## config.mk

```make
export PLATFORM = sky130hd
export DESIGN_NAME = axis_route_commit_flat
export DESIGN_NICKNAME = d
export VERILOG_FILES = /design/src/rtl/axis_route_commit_if.sv /design/src/rtl/axis_route_commit.sv /design/src/flat_wrapper.sv
export SDC_FILE = /design/constraint.sdc
export NUM_CORES = 1
export LEC_CHECK = 0
export CAP_MARGIN = 0
export CORE_AREA = 4 4 285 287
export CTS_CLUSTER_DIAMETER = 60
export DETAILED_ROUTE_END_ITERATION = 6
export DIE_AREA = 0 0 289 291
export SYNTH_ARGS = -nofsm -noshare
export SYNTH_HDL_FRONTEND = slang
export SYNTH_SLANG_ARGS = --single-unit
```

## constraint.sdc

```tcl
create_clock -name aclk -period 1.45 [get_ports aclk]
set_input_delay 0.3625 -clock aclk [delete_from_list [all_inputs] [get_ports aclk]]
set_output_delay 0.3625 -clock aclk [all_outputs]
set_load 0.1 [all_outputs]
```

## src/rtl/axis_route_commit_if.sv

```systemverilog
// axis_route_commit_if: per-lane AXI-Stream bundle with N_ID lanes packed side by side.
interface axis_route_commit_if #(
   parameter int N_ID      = 4,
   parameter int DATA_BITS = 64,
   parameter int ID_BITS   = 6
);
   logic [N_ID-1:0]                  tvalid;
   logic [N_ID-1:0]                  tready;
   logic [N_ID-1:0]                  tlast;
   logic [N_ID-1:0][DATA_BITS-1:0]   tdata;
   logic [N_ID-1:0][DATA_BITS/8-1:0] tkeep;
   logic [N_ID-1:0][ID_BITS-1:0]     tid;
   modport master (output tvalid, tdata, tkeep, tlast, tid, input tready);
   modport slave (input tvalid, tdata, tkeep, tlast, tid, output tready);
endinterface

```

## src/rtl/axis_route_commit.sv

```systemverilog
// axis_route_commit: per-lane route update that commits only between packets, with a one-cycle stream bubble.
module axis_route_commit #(
   parameter int         N_ID      = 4,
   parameter int         DATA_BITS = 64,
   parameter int         ID_BITS   = 6,
   parameter logic [7:0] ROUTE_RST = 8'h00
) (
   input  logic                 aclk,
   input  logic                 areset,
   input  logic [N_ID-1:0]      route_req_valid,
   input  logic [N_ID-1:0][7:0] route_req_data,
   output logic [N_ID-1:0]      route_req_ready,
   output logic [N_ID-1:0][7:0] route_out,
   output logic [N_ID-1:0]      route_pend,
   output logic [N_ID-1:0]      pkt_active,
   axis_route_commit_if.slave   s,
   axis_route_commit_if.master  m
);
   logic [N_ID-1:0]      pend_q, in_pkt, hold, gate, beat;
   logic [N_ID-1:0][7:0] route_q, pend_route;
   // hold only opens between packets, so route_q is stable across every packet
   always_comb begin
      hold            = pend_q & ~in_pkt;
      gate            = hold | {N_ID{areset}};
      beat            = s.tvalid & m.tready & ~gate;
      route_req_ready = ~pend_q & ~{N_ID{areset}};
      m.tvalid        = s.tvalid & ~gate;
      s.tready        = m.tready & ~gate;
   end
   for (genvar j = 0; j < N_ID; j++) begin : g_lane
      assign m.tdata[j] = s.tdata[j][DATA_BITS-1:0];
      assign m.tkeep[j] = s.tkeep[j][DATA_BITS/8-1:0];
      assign m.tid[j]   = s.tid[j][ID_BITS-1:0];
      assign m.tlast[j] = s.tlast[j];
   end
   always_ff @(posedge aclk)
      if (areset) begin
         route_q    <= {N_ID{ROUTE_RST}};
         pend_q     <= '0;
         in_pkt     <= '0;
         pend_route <= '0;
      end else
         for (int i = 0; i < N_ID; i++) begin
            if (hold[i]) begin
               route_q[i] <= pend_route[i];
               pend_q[i]  <= 1'b0;
            end else if (route_req_valid[i] && route_req_ready[i]) begin
               pend_q[i]     <= 1'b1;
               pend_route[i] <= route_req_data[i];
            end
            if (beat[i]) in_pkt[i] <= !s.tlast[i];
         end
   assign route_out  = route_q;
   assign route_pend = pend_q;
   assign pkt_active = in_pkt;
endmodule
```

## src/flat_wrapper.sv

```systemverilog
// flat-port wrapper written by rule: the top's interface ports become plain ports
module axis_route_commit_flat 
#(
   parameter int         N_ID      = 4,
   parameter int         DATA_BITS = 64,
   parameter int         ID_BITS   = 6,
   parameter logic [7:0] ROUTE_RST = 8'h00
)
  (aclk, areset, route_req_valid, route_req_data, route_req_ready, route_out, route_pend, pkt_active, s_tvalid, s_tdata, s_tkeep, s_tlast, s_tid, s_tready, m_tvalid, m_tdata, m_tkeep, m_tlast, m_tid, m_tready);
  axis_route_commit_if #(.N_ID(N_ID), .DATA_BITS(DATA_BITS), .ID_BITS(ID_BITS)) s_i ();
  axis_route_commit_if #(.N_ID(N_ID), .DATA_BITS(DATA_BITS), .ID_BITS(ID_BITS)) m_i ();
  input  logic aclk;
  input  logic areset;
  input  logic [N_ID-1:0] route_req_valid;
  input  logic [N_ID-1:0][7:0] route_req_data;
  output logic [N_ID-1:0] route_req_ready;
  output logic [N_ID-1:0][7:0] route_out;
  output logic [N_ID-1:0] route_pend;
  output logic [N_ID-1:0] pkt_active;
  input wire logic [$bits(s_i.tvalid)-1:0] s_tvalid;
  input wire logic [$bits(s_i.tdata)-1:0] s_tdata;
  input wire logic [$bits(s_i.tkeep)-1:0] s_tkeep;
  input wire logic [$bits(s_i.tlast)-1:0] s_tlast;
  input wire logic [$bits(s_i.tid)-1:0] s_tid;
  output wire logic [$bits(s_i.tready)-1:0] s_tready;
  output wire logic [$bits(m_i.tvalid)-1:0] m_tvalid;
  output wire logic [$bits(m_i.tdata)-1:0] m_tdata;
  output wire logic [$bits(m_i.tkeep)-1:0] m_tkeep;
  output wire logic [$bits(m_i.tlast)-1:0] m_tlast;
  output wire logic [$bits(m_i.tid)-1:0] m_tid;
  input wire logic [$bits(m_i.tready)-1:0] m_tready;
  assign s_i.tvalid = s_tvalid;
  assign s_i.tdata = s_tdata;
  assign s_i.tkeep = s_tkeep;
  assign s_i.tlast = s_tlast;
  assign s_i.tid = s_tid;
  assign s_tready = s_i.tready;
  assign m_tvalid = m_i.tvalid;
  assign m_tdata = m_i.tdata;
  assign m_tkeep = m_i.tkeep;
  assign m_tlast = m_i.tlast;
  assign m_tid = m_i.tid;
  assign m_i.tready = m_tready;
  axis_route_commit #(.N_ID(N_ID), .DATA_BITS(DATA_BITS), .ID_BITS(ID_BITS), .ROUTE_RST(ROUTE_RST)) u_core (.aclk(aclk), .areset(areset), .route_req_valid(route_req_valid), .route_req_data(route_req_data), .route_req_ready(route_req_ready), .route_out(route_out), .route_pend(route_pend), .pkt_active(pkt_active), .s(s_i), .m(m_i));
endmodule
```

Word level (Yosys, flattened, before mapping)

Index checks and enable logic that the tools add are counted.
Widths: inputs -> output; s select.

Bits in registers: 72
Bits of input ports: 362
Output and inout port bits: 368
Word-level logic and storage cells: 47

Bitwise operators: 15
Reductions and logical operators: 16

Operators with widths:

| operator          | number |
|---|---|
| $and 4x4->4       | 6 |
| $not 4->4         | 4 |
| $reduce_and 2->1  | 4 |
| $reduce_or 2->1   | 4 |
| $logic_and 1x1->1 | 4 |
| $logic_not 1->1   | 4 |
| $not 1->1         | 4 |
| $or 4x4->4        | 1 |

Logic depth before layout (Yosys ltp)

Gate-level depths: netlist of the first run.

Word-level depth: 5
Depth in mapped cells: 4
Mapped depth without buffers: 3

Least setup slack after synthesis of the first run

OpenSTA, ideal clock, no wires.

Path kind: flip-flop to output port
From: register u_core.in_pkt[2], in the netlist u_core.pkt_active[2]
To: output port m_tvalid[2]
Arrival time: 3.579 ns
Data required time: 1.087 ns
Slack: -2.492 ns
Cell stages (with the launch flop): 4
Path buffers: 1
Cell sequence: dfxtp_1 and2b_1 buf_6 nor3b_1

Word-level cells in the longest chain between the ends: 5

Ends and longest elaborated chain:

| item                             | line                    | text |
|---|---|---|
| start: declaration               | axis_route_commit.sv:19 | `logic [N_ID-1:0] pend_q, in_pkt, hold, gate, beat;` |
| start signal: indexed assignment | axis_route_commit.sv:51 | `if (beat[i]) in_pkt[i] <= !s.tlast[i];` |
| $not 4->4                        | axis_route_commit.sv:23 | `hold = pend_q & ~in_pkt;` |
| $and 4x4->4                      | axis_route_commit.sv:23 |  |
| $or 4x4->4                       | axis_route_commit.sv:24 | `gate = hold \| {N_ID{areset}};` |
| $not 4->4                        | axis_route_commit.sv:27 | `m.tvalid = s.tvalid & ~gate;` |
| $and 4x4->4                      | axis_route_commit.sv:27 |  |
| end: declaration                 | flat_wrapper.sv:26      | `output wire logic [$bits(m_i.tvalid)-1:0] m_tvalid;` |

Every way passes these cells.

Worst setup path in the final report of the first run

From: register u_core.in_pkt[3], in the netlist u_core.pkt_active[3]
To: output port s_tready[3]

Word-level cells in the longest chain between the ends: 5

Ends and longest elaborated chain:

| item             | line                    | text |
|---|---|---|
| $not 4->4        | axis_route_commit.sv:23 |  |
| $and 4x4->4      | axis_route_commit.sv:23 |  |
| $or 4x4->4       | axis_route_commit.sv:24 |  |
| $not 4->4        | axis_route_commit.sv:28 | `s.tready = m.tready & ~gate;` |
| $and 4x4->4      | axis_route_commit.sv:28 |  |
| end: declaration | flat_wrapper.sv:25      | `output wire logic [$bits(s_i.tready)-1:0] s_tready;` |

Every way passes these cells.

==> impl_metrics.ini, run 1 <==
[setup_path]
crit_family = simple AND/OR/NAND/NOR gates
critPathLaunchType = flip-flop
crit_path_max_fanout = 3
crit_buf_inv = 1
slowest_stage = dfxtp_4
cp.arrival_ns = 1.43
slowest_delay_ns = 0.34
path_cells = and2b_2 > nor3b_4 > buf_12
worst-endpoint-required_ns = 1.09
cp-end-kind = primary output
path_class = flip-flop to primary output

[routing]
num_vias = 3239
firstDrtPassIters = 4
wl_um = 22900
final_antenna_net_count = 0
via_per_inst = 2.13
detail_route.iter0.violations = 120
routedWlPerCell_um = 15.0
drc = 0

[power]
p_leak_nw = 1.94
powerDensity_nw_per_um2 = 928
irDropWorstVdd_v = 0.000549
total_power_w = 0.00578

[synthesis]
yosysWarnings = 0
syn_nets = 1015
ys_types = 18
ys_ff_latch = 72
synth_area_um2 = 5100
synth_area_per_cell_um2 = 7.81
synth-seq-area-share_pct = 28.3
synthMuxAreaShare_pct = 0
synth_top_family_by_area = buffers and inverters
synth_xor_area_share_pct = 0
synth_compound_area_share_pct = 7.93
synthSimpleGateAreaFrac_pct = 13.8
synth_adder_area_share_pct = 0
netlist_instances = 653

[timing]
relSlewSlack_pct = 73.6
setup_viol = 11
setup_ws_ns = -0.344
finalCritPeriodShare_pct = 124
tightest_slew_ns = 0.395
setup_tns_ns = -2.33
min_period_ns = 1.79
maxSlewViolCount = 0
rsz0062_at_grt = yes
fin_skew_ns = 0.00791
hold_viol_final = 0
max_freq_ghz = 0.557

[grt]
grt_pass1_wl_um = 29000
grt.total_usage_pct = 5.23
grt_max_degree = 19
antenna_found_initial = 1
grt_overflow_total = 0
grt_pass1_vias = 3451

[min_path]
hold_path.class = primary input to flip-flop

[cts]
cts_max_level = 3
cts_hold_buffers = 0
clock_tree.buffer_depth = 2
cts.sinks = 72
cts_tree = done
clk_latency_ns = 0.36
cts_made_buffers = 9
root_buffer = clkbuf_16
clkTransAtPathRegs_ns = 0.07

[layout]
fin_area_um2 = 6220
layout-drive-gt1-share_pct = 28.0
area_growth_pct = 22.0
nets = 825
final_core_util_pct = 7.91

[floorplanning]
pin_count = 730
die_w_um = 289
initial_utilization_pct = 6.48
core_area_um2 = 78600
fp.dieH_um = 291
rows = 103
fp.dieArea_um2 = 84100

[place]
placed_cell_area_um2 = 5850
portBuffers = 105
pre_cts_slack_ns = -0.343
routabilityCongestion = 0.709
dp_hpwl_um = 18500

[outcome]
violations = negative setup slack
outcome = complete, but fails checks

[run]
drv_cap = 0
==> logic make-up (layout without fill, tap and decap cells) <==
kind of cell / after synthesis / after routing
other: 0 / 1
AND/OR/NAND/NOR: 160 / 160
flip-flops: 72 / 72
buffers and inverters: 345 / 160
AO/OA/AOI/OAI: 76 / 76
==> flip-flops by register name (all words and copies together) (netlist names) <==
| register | flops |
|---|---|
| u_core.route_out | 32 |
| u_core.route_pend | 4 |
| u_core.pend_route | 32 |
| u_core.pkt_active | 4 |
==> final cells by class <==
class                      count  area [µm²]
inverter                       4        15.0
multi-input combinational    236        1210
timing repair buffer         140        1940
tap                         1050        1310
clock buffer                  12         236
sequential                    72        1460
fill                        9245       72400
antenna                        1        2.50
clock inverter                 4        45.0
==> worst paths after layout <==
check | end | start | depth (start not counted) | slack (ns)
hold reg to reg | u_core.route_out[3]$_SDFFE_PP0P_ | u_core.pend_route[3]$_SDFFE_PP0P_ | 2 | 0.44
setup reg to reg | u_core.pend_route[18]$_SDFFE_PP0P_ | u_core.route_pend[2]$_SDFFE_PP0P_ | 5 | 0.23
hold / removal | u_core.pkt_active[3]$_SDFFE_PP0P_ | areset | 3 | 0.34
setup / recovery | s_tready[3] | u_core.pkt_active[3]$_SDFFE_PP0P_ | 3 | -0.34
==> layer usage <==
layer  part of all wire (%)  global-route usage [%]  up-vias
li1                       -                       -     1340
met1                     27                    3.89     1330
met2                     38                    6.58      383
met3                     22                    5.43      182
met4                     13                    6.38        4
met5                   0.39                   0.988        -
==> worst register-to-register path: cells and delay by family (launching register included) <==
family | cells | cell delay [ns]
buffers and inverters | 2 | 0.25
and+or+nand+nor | 2 | 0.43
AOI/OAI and AO/OA | 1 | 0.15
DFF | 1 | 0.33
==> power breakdown <==
| part | leakage (nW) | switching (W) | internal, W |
|---|---|---|---|
| clock network | 0.140 | 0.00100 | 0.00133 |
| registers | 0.592 | 0.0000527 | 0.00206 |
| logic | 1.21 | 0.000795 | 0.000534 |
| total | 1.94 | 0.00185 | 0.00393 |
==> cell usage after synthesis <==
cell,n,area [µm²]
buf_4,320,2400
nand2_1,132,495
dfxtp_1,72,1440
a21oi_1,67,335
buf_2,11,55.1
nand2b_1,8,50.1
nor3b_2,6,75.1
clkbuf_2,5,25.0
a311oi_1,4,35.0
a31oi_1,4,25.0
and2b_1,4,30.0
buf_6,4,45.0
inv_1,4,15.0
nor2_1,4,15.0
nor2b_1,4,25.0
nor3b_1,2,15.0
a21oi_2,1,8.76
clkbuf_1,1,3.75
==> cell usage in the layout, fill, tap and decap left out <==
| cell type | synthesis | routed |
|---|---|---|
| clkbuf_1 | 1 | 3 |
| bufinv_16 | 0 | 1 |
| nand2b_1 | 8 | 8 |
| dlymetal6s2s_1 | 0 | 2 |
| clkdlybuf4s50_1 | 0 | 44 |
| a21oi_2 | 1 | 1 |
| buf_12 | 0 | 60 |
| dfxtp_1 | 72 | 63 |
| and2b_4 | 0 | 1 |
| clkinv_2 | 0 | 3 |
| clkbuf_16 | 0 | 9 |
| and2b_2 | 0 | 3 |
| nor3b_4 | 0 | 8 |
| a21oi_1 | 67 | 67 |
| inv_1 | 4 | 4 |
| nor2b_1 | 4 | 4 |
| buf_4 | 320 | 28 |
| a311oi_1 | 4 | 4 |
| a31oi_1 | 4 | 4 |
| dlygate4sd2_1 | 0 | 2 |
| buf_6 | 4 | 4 |
| dfxtp_4 | 0 | 4 |
| dfxtp_2 | 0 | 5 |
| diode_2 | 0 | 1 |
| nor2_4 | 0 | 4 |
| nand2_1 | 132 | 132 |
==> per-stage QoR <==
stage / hold slack [ns] / cells
6_report: 0.335 / 1519
5_1_grt: 0.324 / 1518
4_1_cts: 0.295 / 1518
3_5_place_dp: 0.445 / 1498
3_3_place_gp: 0.437 / 1498
2_1_floorplan: 0.432 / 653
==> what timing repair did <==
action	4_1_cts	5_1_grt
gates resized for setup	15	5
endpoints found under the setup margin	15	15
setup buffers	4	1
pin swaps	8	1
Note: power is estimated with default switching activity, not from simulation.
==> run 2, diff against run 1 <==
ABC_AREA = 1   (was unset)
TNS_END_PERCENT = 50   (was unset)
==> impl_metrics.ini, run 2 <==
[cts]
clkTransAtPathRegs_ns = 0.06
cts_tree = done
root_buffer = clkbuf_16
clock_tree.buffer_depth = 2
cts_made_buffers = 9
cts_max_level = 3
clk_latency_ns = 0.37
cts.sinks = 72

[min_path]
hold_path.class = primary input to flip-flop
hold_depth = 5
hp-start = areset
whs_endpoint = u_core.pkt_active[1]$_SDFFE_PP0P_

[layout]
fin_area_um2 = 6390
nets = 828
layout-drive-gt1-share_pct = 34.2
area_growth_pct = 25.6
final_cell_mix = nand2_1, a21oi_1, dfxtp_1
instances_no_fill = 1523
layout_commonest_cell = nand2_1
final_core_util_pct = 8.13

[synthesis]
synth_ff_type = dfxtp_1
ys_ff_latch = 72
synth_area_um2 = 5090
yosys-top-cells-area = buf_4, dfxtp_1, a21oi_1
ys_types = 18
synth-seq-area-share_pct = 28.3
netlist_top_cells_count = buf_4, nand2_1, dfxtp_1
netlist_instances = 643
synth_area_per_cell_um2 = 7.92
synth_top_area_share_pct = 46.9
yosysWarnings = 0
synth_edf_count = 0
syn_nets = 1005
yosysMostFrequentCell = buf_4
postSynth.asyncResetShare_pct = 0
synth_top_cell_by_area = buf_4

[floorplanning]
initial_utilization_pct = 6.48
core_area_um2 = 78600
pin_count = 730
fp.dieArea_um2 = 84100
fp.dieH_um = 291
die_w_um = 289
rows = 103

[power]
powerDensity_nw_per_um2 = 1090
p_leak_nw = 2.14
total_power_w = 0.00698
irDropWorstVdd_v = 0.000512

[timing]
rsz0062_at_grt = yes
relSlewSlack_pct = 75.7
tightest_slew_ns = 0.365
setup_ws_ns = -0.169
setup_viol = 12
maxSlewViolCount = 0
fin_skew_ns = 0.00937
setup_tns_ns = -1.31
hold_viol_final = 0
max_freq_ghz = 0.618
finalCritPeriodShare_pct = 112
min_period_ns = 1.62

[setup_path]
r2r_slack_ns = 0.06
r2r.worst_path.cells = 7
cp-end-kind = primary output
cp_num_cells = 4
path_class = primary input to primary output
critPathLaunchType = primary input
worst_r2r_endpoint = u_core.pend_route[2]$_SDFFE_PP0P_
worst-endpoint-required_ns = 1.09
crit_buf_inv = 3
reg2reg_from = u_core.route_pend[0]$_SDFFE_PP0P_
crit_path_max_fanout = 2
path_cells = clkdlybuf4s50_1 > inv_2 > nor2_4 > buf_12
cp.arrival_ns = 1.26
crit_family = buffers and inverters
slowest_stage = clkdlybuf4s50_1
slowest_delay_ns = 0.51

[place]
portBuffers = 105
dp.cells = 1490
routabilityCongestion = 0.683
dp_hpwl_um = 22800
placed_cell_area_um2 = 5940

[grt]
grt_max_degree = 17
grt_pass1_vias = 3551
grt_overflow_total = 0
grt.total_usage_pct = 6.25
grt_pass1_wl_um = 33500
antenna_found_initial = 4

[routing]
routedWlPerCell_um = 17.8
final_antenna_net_count = 0
via_per_inst = 2.15
num_vias = 3276
detail_route.iter0.violations = 95
wl_um = 27100
drc = 0
firstDrtPassIters = 4

[outcome]
violations = negative setup slack
outcome = complete, but fails checks

[run]
drv_cap = 0
[run 2: cell count changes after synthesis, moves of 5 or more]
| cell | before | now |
|---|---|---|
| clkbuf_2 | 5 | 0 |
| nand2_1 | 132 | 80 |
| buf_6 | 4 | 10 |
| nand2b_1 | 8 | 0 |
| o21ai_1 | 0 | 5 |
| buf_2 | 11 | 2 |
| inv_1 | 4 | 16 |
| nor2_1 | 4 | 24 |
| o21ai_0 | 0 | 19 |
| o21ai_2 | 0 | 8 |
| nor3b_2 | 6 | 0 |
[run 2: how the worst max path moves through the flow]
stage	to	from
after floorplan	m_tvalid[1]	u_core.pkt_active[1]$_SDFFE_PP0P_
after global placement	s_tready[1]	m_tready[1]
after detailed placement	s_tready[1]	m_tready[1]
after CTS	s_tready[1]	u_core.pkt_active[1]$_SDFFE_PP0P_
after global routing	s_tready[1]	u_core.pkt_active[1]$_SDFFE_PP0P_
final	s_tready[1]	m_tready[1]
[run 2: tightest hold or removal path: stages]
cell	delay, ns
clkbuf_2	0.11
inv_4	0.06
buf_12	0.15
nand2_1	0.07
nor2_1	0.03
[run 2: cells by family after synthesis]
family                 share of synthesized area [%]
AO/OA/AOI/OAI                                   10.0
AND/OR/NAND/NOR                                 10.5
buffers and inverters                           51.1
flip-flops                                      28.3
[run 2: final cells by class]
type / count / area, µm²
sequential: 72 / 1470
tap: 1050 / 1310
clock inverter: 4 / 45.0
antenna: 2 / 5.00
clock buffer: 12 / 236
timing repair buffer: 146 / 2010
multi-input combinational: 216 / 1210
fill: 9197 / 72200
inverter: 21 / 104
[run 2: repair_timing]
action / in CTS / in global routing
buffers inserted: 14 / 1
hold endpoints to repair: 0 / 0
setup endpoints to repair: 18 / 17
hold buffers: 0 / 0
pin swaps: 9 / 4
gates resized for setup: 16 / 1
[run 2: layer usage]
metal,part of all wire (%),vias to the layer above,GRT usage [%]
li1,-,1356,-
met1,25,1349,4.40
met2,36,387,7.59
met3,26,178,7.70
met4,12,6,7.04
met5,0.44,-,0.988
[run 2: where the power goes]
part	total [W]	internal (W)	switching, W
Combinational	0.00241	0.000913	0.00150
Clock	0.00226	0.00132	0.000938
Sequential	0.00230	0.00215	0.000150
[run 2: metrics by stage]
step | hold slack [ns] | worst slack [ns]
after global placement | 0.462 | -0.183
after CTS | 0.428 | -0.242
after detailed placement | 0.459 | -0.198
after global routing | 0.476 | -0.239
final | 0.471 | -0.169
after floorplan | 0.445 | -0.350
==> run 3, diff against run 2 <==
REMOVE_ABC_BUFFERS = 1   (was unset)
==> impl_metrics.ini, run 3 (synthesis results as in run 2) <==
[setup_path]
cp-end-kind = primary output
crit_buf_inv = 3
slowest_stage = clkdlybuf4s50_1
cp.arrival_ns = 1.31
crit_family = buffers and inverters
worst-endpoint-required_ns = 1.09
slowest_delay_ns = 0.48
path_class = primary input to primary output
path_cells = clkdlybuf4s50_1 > inv_1 > nor2_1 > buf_12
crit_path_max_fanout = 2
critPathLaunchType = primary input

[routing]
routedWlPerCell_um = 81.1
firstDrtPassIters = 4
drc = 0
final_antenna_net_count = 0
via_per_inst = 2.77
detail_route.iter0.violations = 387
wl_um = 124000
num_vias = 4248

[grt]
grt_max_degree = 17
grt_pass1_vias = 3624
grt_pass1_wl_um = 132000
antenna_found_initial = 7
grt.total_usage_pct = 28.6
grt_overflow_total = 0

[timing]
tightest_slew_ns = 0.343
maxSlewViolCount = 0
setup_viol = 13
max_freq_ghz = 0.598
setup_ws_ns = -0.222
finalCritPeriodShare_pct = 115
fin_skew_ns = 0.00671
holdWs_ns = 0.449
relSlewSlack_pct = 77.2
setup_tns_ns = -1.20
min_period_ns = 1.67
hold_viol_final = 0
rsz0062_at_grt = yes

[floorplanning]
core_area_um2 = 78600
initial_utilization_pct = 6.48
pin_count = 730
rows = 103
fp.dieArea_um2 = 84100
die_w_um = 289
fp.dieH_um = 291

[cts]
cts_hold_buffers = 0
cts_tree = done
cts.sinks = 72
cts_max_level = 3
cts_made_buffers = 9
clkTransAtPathRegs_ns = 0.06
clock_tree.buffer_depth = 2
root_buffer = clkbuf_16
clk_latency_ns = 0.35

[place]
routabilityCongestion = 1.35
dp_hpwl_um = 120000
portBuffers = 105

[outcome]
violations = negative setup slack
outcome = complete, but fails checks

[layout]
seq_area_um2 = 1450
layout_commonest_cell = nand2_1
nets = 837
layout-drive-gt1-share_pct = 36.3
area_growth_pct = 26.3
fillers = 9208
final_core_util_pct = 8.18
multi_input_area_um2 = 1190
final_cell_mix = nand2_1, a21oi_1, dfxtp_1

[power]
p_leak_nw = 2.21
irDropWorstVdd_v = 0.000606
powerDensity_nw_per_um2 = 1090

[run]
drv_cap = 0

[min_path]
hold_path.class = primary input to flip-flop
[run 3: area by class of cell]
class                      count  share of cell area (%)
antenna                        4                   0.156
clock buffer                   9                    3.50
clock inverter                 6                   0.953
inverter                      21                    1.26
multi-input combinational    216                    18.5
sequential                    72                    22.6
tap                         1050                    20.4
timing repair buffer         155                    32.5
[run 3: per-stage QoR]
stage	total power [W]	instances	instance area (µm²)	setup slack, ns
4_1_cts	0.00705	1522	6300	-0.237
5_1_grt	0.00732	1531	6420	-0.250
3_3_place_gp	0.00466	1503	5830	-0.634
3_5_place_dp	0.00467	1503	5830	-0.598
2_1_floorplan	0.00355	309	2570	-2.01
6_report	0.00701	1533	6430	-0.222
[run 3: final timing paths]
kind                                startpoint                                 end  slack [ns]  cells past startpoint
max                                s_tvalid[0]                         m_tvalid[0]       -0.22                      4
min                                m_tready[3]   u_core.pkt_active[3]$_SDFFE_PP0P_        0.45                      6
max reg2reg  u_core.route_pend[2]$_SDFFE_PP0P_  u_core.pend_route[19]$_SDFFE_PP0P_        0.20                      6
min reg2reg  u_core.pend_route[9]$_SDFFE_PP0P_    u_core.route_out[9]$_SDFFE_PP0P_        0.47                      2
[run 3: worst reg2reg max path: stages (launching register included)]
cell and delay, ns:
dfxtp_2 0.34, buf_6 0.14, buf_4 0.16, nor3b_4 0.23, buf_12 0.18, nand2_1 0.08
o21ai_1 0.06
[run 3: report_power, final]
group | switching (W) | internal [W]
Combinational | 0.00151 | 0.000927
Sequential | 0.000139 | 0.00216
Clock | 0.000957 | 0.00132
[run 3: repair_timing]
item                                   4_1_cts  5_1_grt
resized for setup                           56       24
cloned                                       0        0
endpoints found under the hold margin        0        0
setup endpoints to repair                   19       17
pin swaps                                    6       10
buffers inserted                             5        7
[run 3: routing by layer]
metal  share of wire (%)  GRT usage [%]  wire (µm)  vias to the layer above
met2                  48           49.1      59300                     1021
met3                  33           45.0      40600                      130
li1                    -              -          -                     1377
met5                 1.7           18.2       2100                        -
met4                 9.4           18.9      11700                       40
met1                 8.5           6.58      10500                     1680
